### src/rtl/regfile_fifo_ctrl_pkg.sv
// -----------------------------------------------------------------------------
// regfile_fifo_ctrl_pkg
// Shared definitions for the register-file-backed FIFO controller and the
// register file it drives: default data/address widths, queue depth, pointer
// and count widths, and small sizing helpers.
// -----------------------------------------------------------------------------
package regfile_fifo_ctrl_pkg;

    // Defaults shared with the 2R/1W register file instance.
    localparam int RF_DATA_WIDTH = 4;
    localparam int RF_ADDR_N     = 3;
    localparam int SCAN_DIV_DEF  = 4;

    // Queue geometry for the default register file.
    localparam int DEPTH = 2 ** RF_ADDR_N;
    localparam int PTR_W = RF_ADDR_N;
    localparam int CNT_W = RF_ADDR_N + 1;

    // Width of a counter that must hold 0..div-1; never narrower than 1 bit.
    function automatic int div_width(input int div);
        return (div > 1) ? $clog2(div) : 1;
    endfunction

endpackage

### src/rtl/regfile_fifo_ctrl_edge_pulse.sv
// -----------------------------------------------------------------------------
// edge_pulse
// One-cycle rising-edge detector for a level input already synchronous to clk.
// Ports:
//   clk      - system clock
//   rst_n    - asynchronous active-low reset (clears the history flop)
//   level_i  - input level
//   pulse_o  - high for the cycle in which level_i is high and was low before
// Because the history flop resets to 0, a level held high across reset
// release produces exactly one pulse in the first cycle after release.
// -----------------------------------------------------------------------------
module edge_pulse (
    input  logic clk,
    input  logic rst_n,
    input  logic level_i,
    output logic pulse_o
);

    logic level_q;

    always_ff @(posedge clk or negedge rst_n) begin
        if (!rst_n) begin
            level_q <= 1'b0;
        end else begin
            level_q <= level_i;
        end
    end

    assign pulse_o = level_i & ~level_q;

endmodule

### src/rtl/regfile_fifo_ctrl.sv
// -----------------------------------------------------------------------------
// regfile_fifo_ctrl
// Turns an external 2-read/1-write register file into a circular FIFO of
// 2**addressN entries. The write port carries enqueues (at the tail), read
// port 0 carries dequeues (from the head), and read port 1 walks a slowly
// advancing scan address so a display can show which entries are occupied.
// Ports:
//   clk, rst_n     - clock, asynchronous active-low reset
//   enq_i, deq_i   - request levels; one operation per rising edge
//   din_i          - word to enqueue (sampled in the enq edge cycle)
//   dout_o         - last dequeued word, registered
//   full_o/empty_o - flags decoded from the registered count
//   count_o        - number of occupied entries
//   rf_we_o/rf_wa_o/rf_wd_o - register file write port
//   rf_ra0_o/rf_rd0_i       - register file read port 0 (head)
//   rf_ra1_o       - register file read port 1 address (scan pointer)
//   scan_valid_o   - entry at rf_ra1_o currently holds queued data
// -----------------------------------------------------------------------------
module regfile_fifo_ctrl
    import regfile_fifo_ctrl_pkg::*;
#(
    parameter int dataWidth = RF_DATA_WIDTH,
    parameter int addressN  = RF_ADDR_N,
    parameter int scanDiv   = SCAN_DIV_DEF
) (
    input  logic                 clk,
    input  logic                 rst_n,
    input  logic                 enq_i,
    input  logic                 deq_i,
    input  logic [dataWidth-1:0] din_i,
    output logic [dataWidth-1:0] dout_o,
    output logic                 full_o,
    output logic                 empty_o,
    output logic [addressN:0]    count_o,
    output logic                 rf_we_o,
    output logic [addressN-1:0]  rf_wa_o,
    output logic [dataWidth-1:0] rf_wd_o,
    output logic [addressN-1:0]  rf_ra0_o,
    input  logic [dataWidth-1:0] rf_rd0_i,
    output logic [addressN-1:0]  rf_ra1_o,
    output logic                 scan_valid_o
);

    localparam logic [addressN:0] FULL_CNT = (addressN + 1)'(2 ** addressN);
    localparam int                DIV_W    = div_width(scanDiv);
    localparam logic [DIV_W-1:0]  DIV_LAST = DIV_W'(scanDiv - 1);

    logic                 enq_p, deq_p;
    logic                 enq_ok, deq_ok;
    logic [addressN-1:0]  head_q, head_d;
    logic [addressN-1:0]  tail_q, tail_d;
    logic [addressN:0]    count_q, count_d;
    logic [dataWidth-1:0] dout_q, dout_d;
    logic [addressN-1:0]  scan_q, scan_d;
    logic [DIV_W-1:0]     div_q, div_d;
    logic [addressN-1:0]  scan_off;

    edge_pulse u_enq_edge (
        .clk     (clk),
        .rst_n   (rst_n),
        .level_i (enq_i),
        .pulse_o (enq_p)
    );

    edge_pulse u_deq_edge (
        .clk     (clk),
        .rst_n   (rst_n),
        .level_i (deq_i),
        .pulse_o (deq_p)
    );

    assign full_o  = (count_q == FULL_CNT);
    assign empty_o = (count_q == '0);

    // A dequeue on full frees the slot the enqueue writes into in the same
    // cycle; the read is combinational so the old word is captured first.
    assign deq_ok = deq_p & ~empty_o;
    assign enq_ok = enq_p & (~full_o | deq_ok);

    always_comb begin
        head_d  = head_q;
        tail_d  = tail_q;
        count_d = count_q;
        dout_d  = dout_q;
        if (enq_ok) begin
            tail_d = tail_q + 1'b1;
        end
        if (deq_ok) begin
            head_d = head_q + 1'b1;
            dout_d = rf_rd0_i;
        end
        case ({enq_ok, deq_ok})
            2'b10:   count_d = count_q + 1'b1;
            2'b01:   count_d = count_q - 1'b1;
            default: count_d = count_q;
        endcase
    end

    // Scan pointer advances once every scanDiv clocks.
    always_comb begin
        scan_d = scan_q;
        div_d  = div_q + 1'b1;
        if (div_q == DIV_LAST) begin
            div_d  = '0;
            scan_d = scan_q + 1'b1;
        end
    end

    always_ff @(posedge clk or negedge rst_n) begin
        if (!rst_n) begin
            head_q  <= '0;
            tail_q  <= '0;
            count_q <= '0;
            dout_q  <= '0;
            scan_q  <= '0;
            div_q   <= '0;
        end else begin
            head_q  <= head_d;
            tail_q  <= tail_d;
            count_q <= count_d;
            dout_q  <= dout_d;
            scan_q  <= scan_d;
            div_q   <= div_d;
        end
    end

    // Distance from head, modulo depth, tells whether the scanned slot lies
    // inside the occupied window [head, head+count).
    assign scan_off     = scan_q - head_q;
    assign scan_valid_o = ({1'b0, scan_off} < count_q);

    assign dout_o   = dout_q;
    assign count_o  = count_q;
    assign rf_we_o  = enq_ok;
    assign rf_wa_o  = tail_q;
    assign rf_wd_o  = din_i;
    assign rf_ra0_o = head_q;
    assign rf_ra1_o = scan_q;

endmodule

### config.mk
export PLATFORM = sky130hd
export DESIGN_NAME = regfile_fifo_ctrl
export DESIGN_NICKNAME = d
export VERILOG_FILES = /design/src/rtl/regfile_fifo_ctrl_pkg.sv /design/src/rtl/regfile_fifo_ctrl_edge_pulse.sv /design/src/rtl/regfile_fifo_ctrl.sv
export SDC_FILE = /design/constraint.sdc
export NUM_CORES = 1
export LEC_CHECK = 0
export BUFFER_PORTS_ARGS = -buffer_cell sky130_fd_sc_hd__buf_2
export CORE_ASPECT_RATIO = 0.8
export CORE_MARGIN = 2
export CORE_UTILIZATION = 45
export CTS_CLUSTER_DIAMETER = 60
export DETAILED_ROUTE_END_ITERATION = 12
export GPL_TIMING_DRIVEN = 0
export PLACE_DENSITY = 0.74
export SETUP_SLACK_MARGIN = 0.2
export SYNTH_ARGS = -nofsm -noshare
export SYNTH_HDL_FRONTEND = slang
export SYNTH_HIERARCHICAL = 1
export SYNTH_SLANG_ARGS = --single-unit
### constraint.sdc
create_clock -name clk -period 2.55 [get_ports clk]
set_clock_uncertainty 0.05 [all_clocks]
set_input_delay 0.6375 -clock clk [delete_from_list [all_inputs] [get_ports clk]]
set_output_delay 0.6375 -clock clk [all_outputs]
set_load 0.03 [all_outputs]
==> impl_summary.txt <==
----------------------------------------------------
[Clock tree]
  Post-cts hold buffer count ... 0
  CTS clock-pin slew for the worst setup and hold paths ... 0.12 ns
  CTS tree ... yes
  CTS sink count ... 21
  Clock Tree Buf Depth ... 2
  CTS buffer count ... 3
  Insertion delay of the later-clocked pin in the worst-skew pair ... 0.31 ns
  Clock Root Buffer ... sky130_fd_sc_hd__clkbuf_4
  CTS H-Tree Depth ... 1

[Power]
  Pwr/cell area ... 1190 mW/mm2
  Total design power ... 1.94 mW
  IR Drop Worst-Case VDD ... about 0.74 mV
  Pleak ... 0.791 nW

[Timing]
  Maximum achievable frequency ... 338 MHz
  Worst slack on hold paths ... 0.212 ns
  Fin. max-slew vios ... 0
  Final critical-path required period ... slightly below 3 ns
  Number of failing hold endpoints at the final stage ... 0
  Fraction of the cycle the final worst path needs ... 116%
  Setup violations, final ... 1
  Worst rel slew slack ... between 60% and 70%
  Worst-Margin Slew ... ~0.47 ns
  Smallest setup slack after layout ... -0.409 ns
  Unrepaired setup endpoints after global routing ... true

[Placement]
  Port Buffers ... 32
  Detailed-placement wirelength estimate ... about 1700 um
  Final weighted congestion in routability-driven placement ... 0.766
  Cell Area, Placed ... 0.00146 mm2
  Instance count after placement with tap cells included ... 172

[Logic synthesis]
  Count of flip-flops with a built-in enable after synthesis ... 0
  Largest family of logic cells by synthesized area ... adder cells
  Async SR Flop Fraction ... 100%
  Yosys top cell area share ... 44.4%
  Simple logic cell fraction of the synthesized area ... 13.0%
  Register bit count reported by yosys ... 21
  Net count of the mapped netlist ... between 100 and 150
  Library cell with the largest summed area after synthesis ... sky130_fd_sc_hd__dfrtp_1
  Sequential fraction of the synthesis area ... 44.4%
  Synthesized-area fraction occupied by adder cells ... approximately 14%
  Number of warning messages in the yosys log ... 6
  Top_reg_cell synth ... sky130_fd_sc_hd__dfrtp_1
  Total standard cell area after synthesis ... 0.00118 mm2
  Mapped Avg Cell Area ... 11.4 um2
  Synth Area in XOR/XNOR ... 7.40%
  Share of the synthesized area in compound gates (AO/OA/AOI/OAI) ... around a tenth
  Mux contribution to synthesized area ... around 4%
  Count of mapped cells out of synthesis ... 104
  Largest cells by area after synthesis ... sky130_fd_sc_hd__dfrtp_1, sky130_fd_sc_hd__ha_1, sky130_fd_sc_hd__xnor2_1, sky130_fd_sc_hd__nand2_1, sky130_fd_sc_hd__fa_1
  Number of different library cells in the post-synthesis netlist ... 30

[Route]
  DRC violation total after the first TritonRoute iteration ... 11
  First-pass detailed-route iteration total ... 3
  Routed wire length per instance ... 12.9 um
  Sum of routed wire length over all layers ... 2420 um
  Residual DRC count ... 0
  DR vias ... 910
  Residual antenna-violating net count after detailed routing ... 0
  Routed via count divided by cell count ... 4.87

[Floorplanning]
  Area of the core region ... 0.00248 mm2
  Width of the chip ... roughly 60 um
  Core Rows ... 16
  Number of top-level pins ... 37
  Starting Density ... around 48%
  Die Footprint ... 0.00306 mm2
  Die Ht ... 49.9 um

[Finish]
  Fill cell total of the finished layout ... between 200 and 250
  Fraction of final layout cells sized beyond drive strength 1 ... between 50 and 60%
  Fin cells ... about 190
  Commonest cells after routing, fill and taps aside ... sky130_fd_sc_hd__buf_2, sky130_fd_sc_hd__nand2_1, sky130_fd_sc_hd__dfrtp_1, sky130_fd_sc_hd__buf_4, sky130_fd_sc_hd__xnor2_1
  Commonest non-fill, non-tap cell in the layout ... sky130_fd_sc_hd__buf_2
  Number of nets in the layout ... 176
  Finished layout cell area ... 0.00162 mm2
  Area overhead of the layout relative to synthesis ... 37.1%
  Inserted Diodes ... 0

[Run status]
  Outcome ... finished, violations left
  Failing checks ... setup timing

[Setup path]
  Capturing element type of the critical path ... primary output
  WP data arrival ... 2.27 ns
  CP Buf/Inv Count ... 3
  Critical path, cell by cell ... inv_2 > ha_4 > inv_2 > fa_2 > ha_4 > a21boi_1 > o21a_1 > o21bai_4 > buf_6
  CP Class ... flop to primary output
  Worst setup slack for register-to-register paths ... 0.01 ns
  Startpoint of the worst-slack reg-to-reg timing path ... count_o[0]
  Data required time of the worst path ... 1.86 ns
  RR Endpoint ... count_o[3]
  Cell class contributing the biggest share of worst-path delay ... adder cells
  Worst Path Max Fanout ... 2
  Largest stage delay, worst path ... 0.54 ns
  Critical-path cell with the highest stage delay ... sky130_fd_sc_hd__fa_2
  Startpoint kind of the worst setup timing path ... flop
  Logic depth of the worst setup path including buffers ... 9
  Worst Reg2Reg Path Length in Cells ... 8

[Global routing]
  Via count of the first global-routing pass ... about 940
  Pin count of the biggest net entering global routing ... 22
  Number of antenna violations at the first check in global routing ... 0
  Wire length of the first global-routing pass ... 4400 um
  Global routing usage summed across all routing layers ... 19.5%
  Global route total overflow ... 0

[Worst hold path]
  Path class of the lowest-slack min-delay path ... input pin to asynchronous set/reset pin

[Run]
  Max-Cap Viols ... 0

----------------------------------------------------
[where the power goes]
part	switching, mW	leakage [nW]	total, mW	internal, mW
logic	0.686	0.528	1.22	0.531
registers	0.115	0.246	0.559	0.444
clock network	0.102	0.0177	0.161	0.0585
[repair_timing]
action | 4_1_cts | 5_1_grt
setup endpoints to repair | 6 | 6
pin swaps | 8 | 5
setup buffers | 10 | 2
resized for setup | 15 | 1
endpoints found under the hold margin | 0 | 0
[per-layer routing]
layer  GRT usage [%]  part of all wire, %  up-vias
met5               0                    0        -
met4            4.26                 0.62        0
met3            5.25                  6.0        2
met2            31.4                   50       31
met1            26.1                   44      436
li1                -                    -      441
[Yosys cell counts, drive strengths merged (2+ instances only)]
cell type  number
nand3           2
dfrtp          21
nor2b           2
o21ai           3
ha             10
inv            10
xnor2           7
buf             5
nand2          16
o211ai          2
nor3b           3
mux2            3
fa              2
or4b            2
xor2            3
a21oi           2
[layout make-up]
| type | instances | area (um2) | area share, % |
|---|---|---|---|
| well taps | 36 | 45.0 | 2.78 |
| clock inverters | 1 | 5.00 | 0.308 |
| multi-input cells | 66 | 657 | 40.5 |
| inverters | 11 | 42.5 | 2.62 |
| flip-flops and latches | 21 | 533 | 32.8 |
| repair buffers | 44 | 277 | 17.0 |
| plain buffers | 5 | 41.3 | 2.54 |
| clock buffers | 3 | 22.5 | 1.39 |
[worst max path at each step]
stage / start / to / slack, ns
after floorplan: count_o[0] / count_o[3] / -0.12
after global placement: count_o[0] / count_o[3] / -0.20
after detailed placement: count_o[0] / count_o[3] / -0.23
after CTS: rf_ra1_o[0] / scan_valid_o / -0.42
after global routing: rf_ra1_o[0] / scan_valid_o / -0.51
final: rf_ra1_o[0] / scan_valid_o / -0.41
[flip-flops by register name, indices dropped and copies added, names as in the netlist]
| signal | cells |
|---|---|
| count_o | 4 |
| u_deq_edge/level_q | 1 |
| rf_ra0_o | 3 |
| rf_ra1_o | 3 |
| div_q | 2 |
| u_enq_edge/level_q | 1 |
| rf_wa_o | 3 |
| dout_o | 4 |
[logic make-up after synthesis]
family                     Yosys count
muxes                                4
adders and majority gates           12
buffers and inverters               17
AOI/OAI and AO/OA                   13
xor gates and xnor gates            10
DFF                                 21
and+or+nand+nor                     27
[stage by stage]
stage	TNS, ns	util (%)	worst slack (ns)
after floorplan	-0.237	-	-0.124
after global placement	-0.345	58.7	-0.198
after detailed placement	-0.399	58.7	-0.230
after CTS	-0.606	64.6	-0.419
after global routing	-0.667	65.4	-0.507
final	-0.409	65.4	-0.409
No activity file was read; power rests on OpenSTA's default activity.
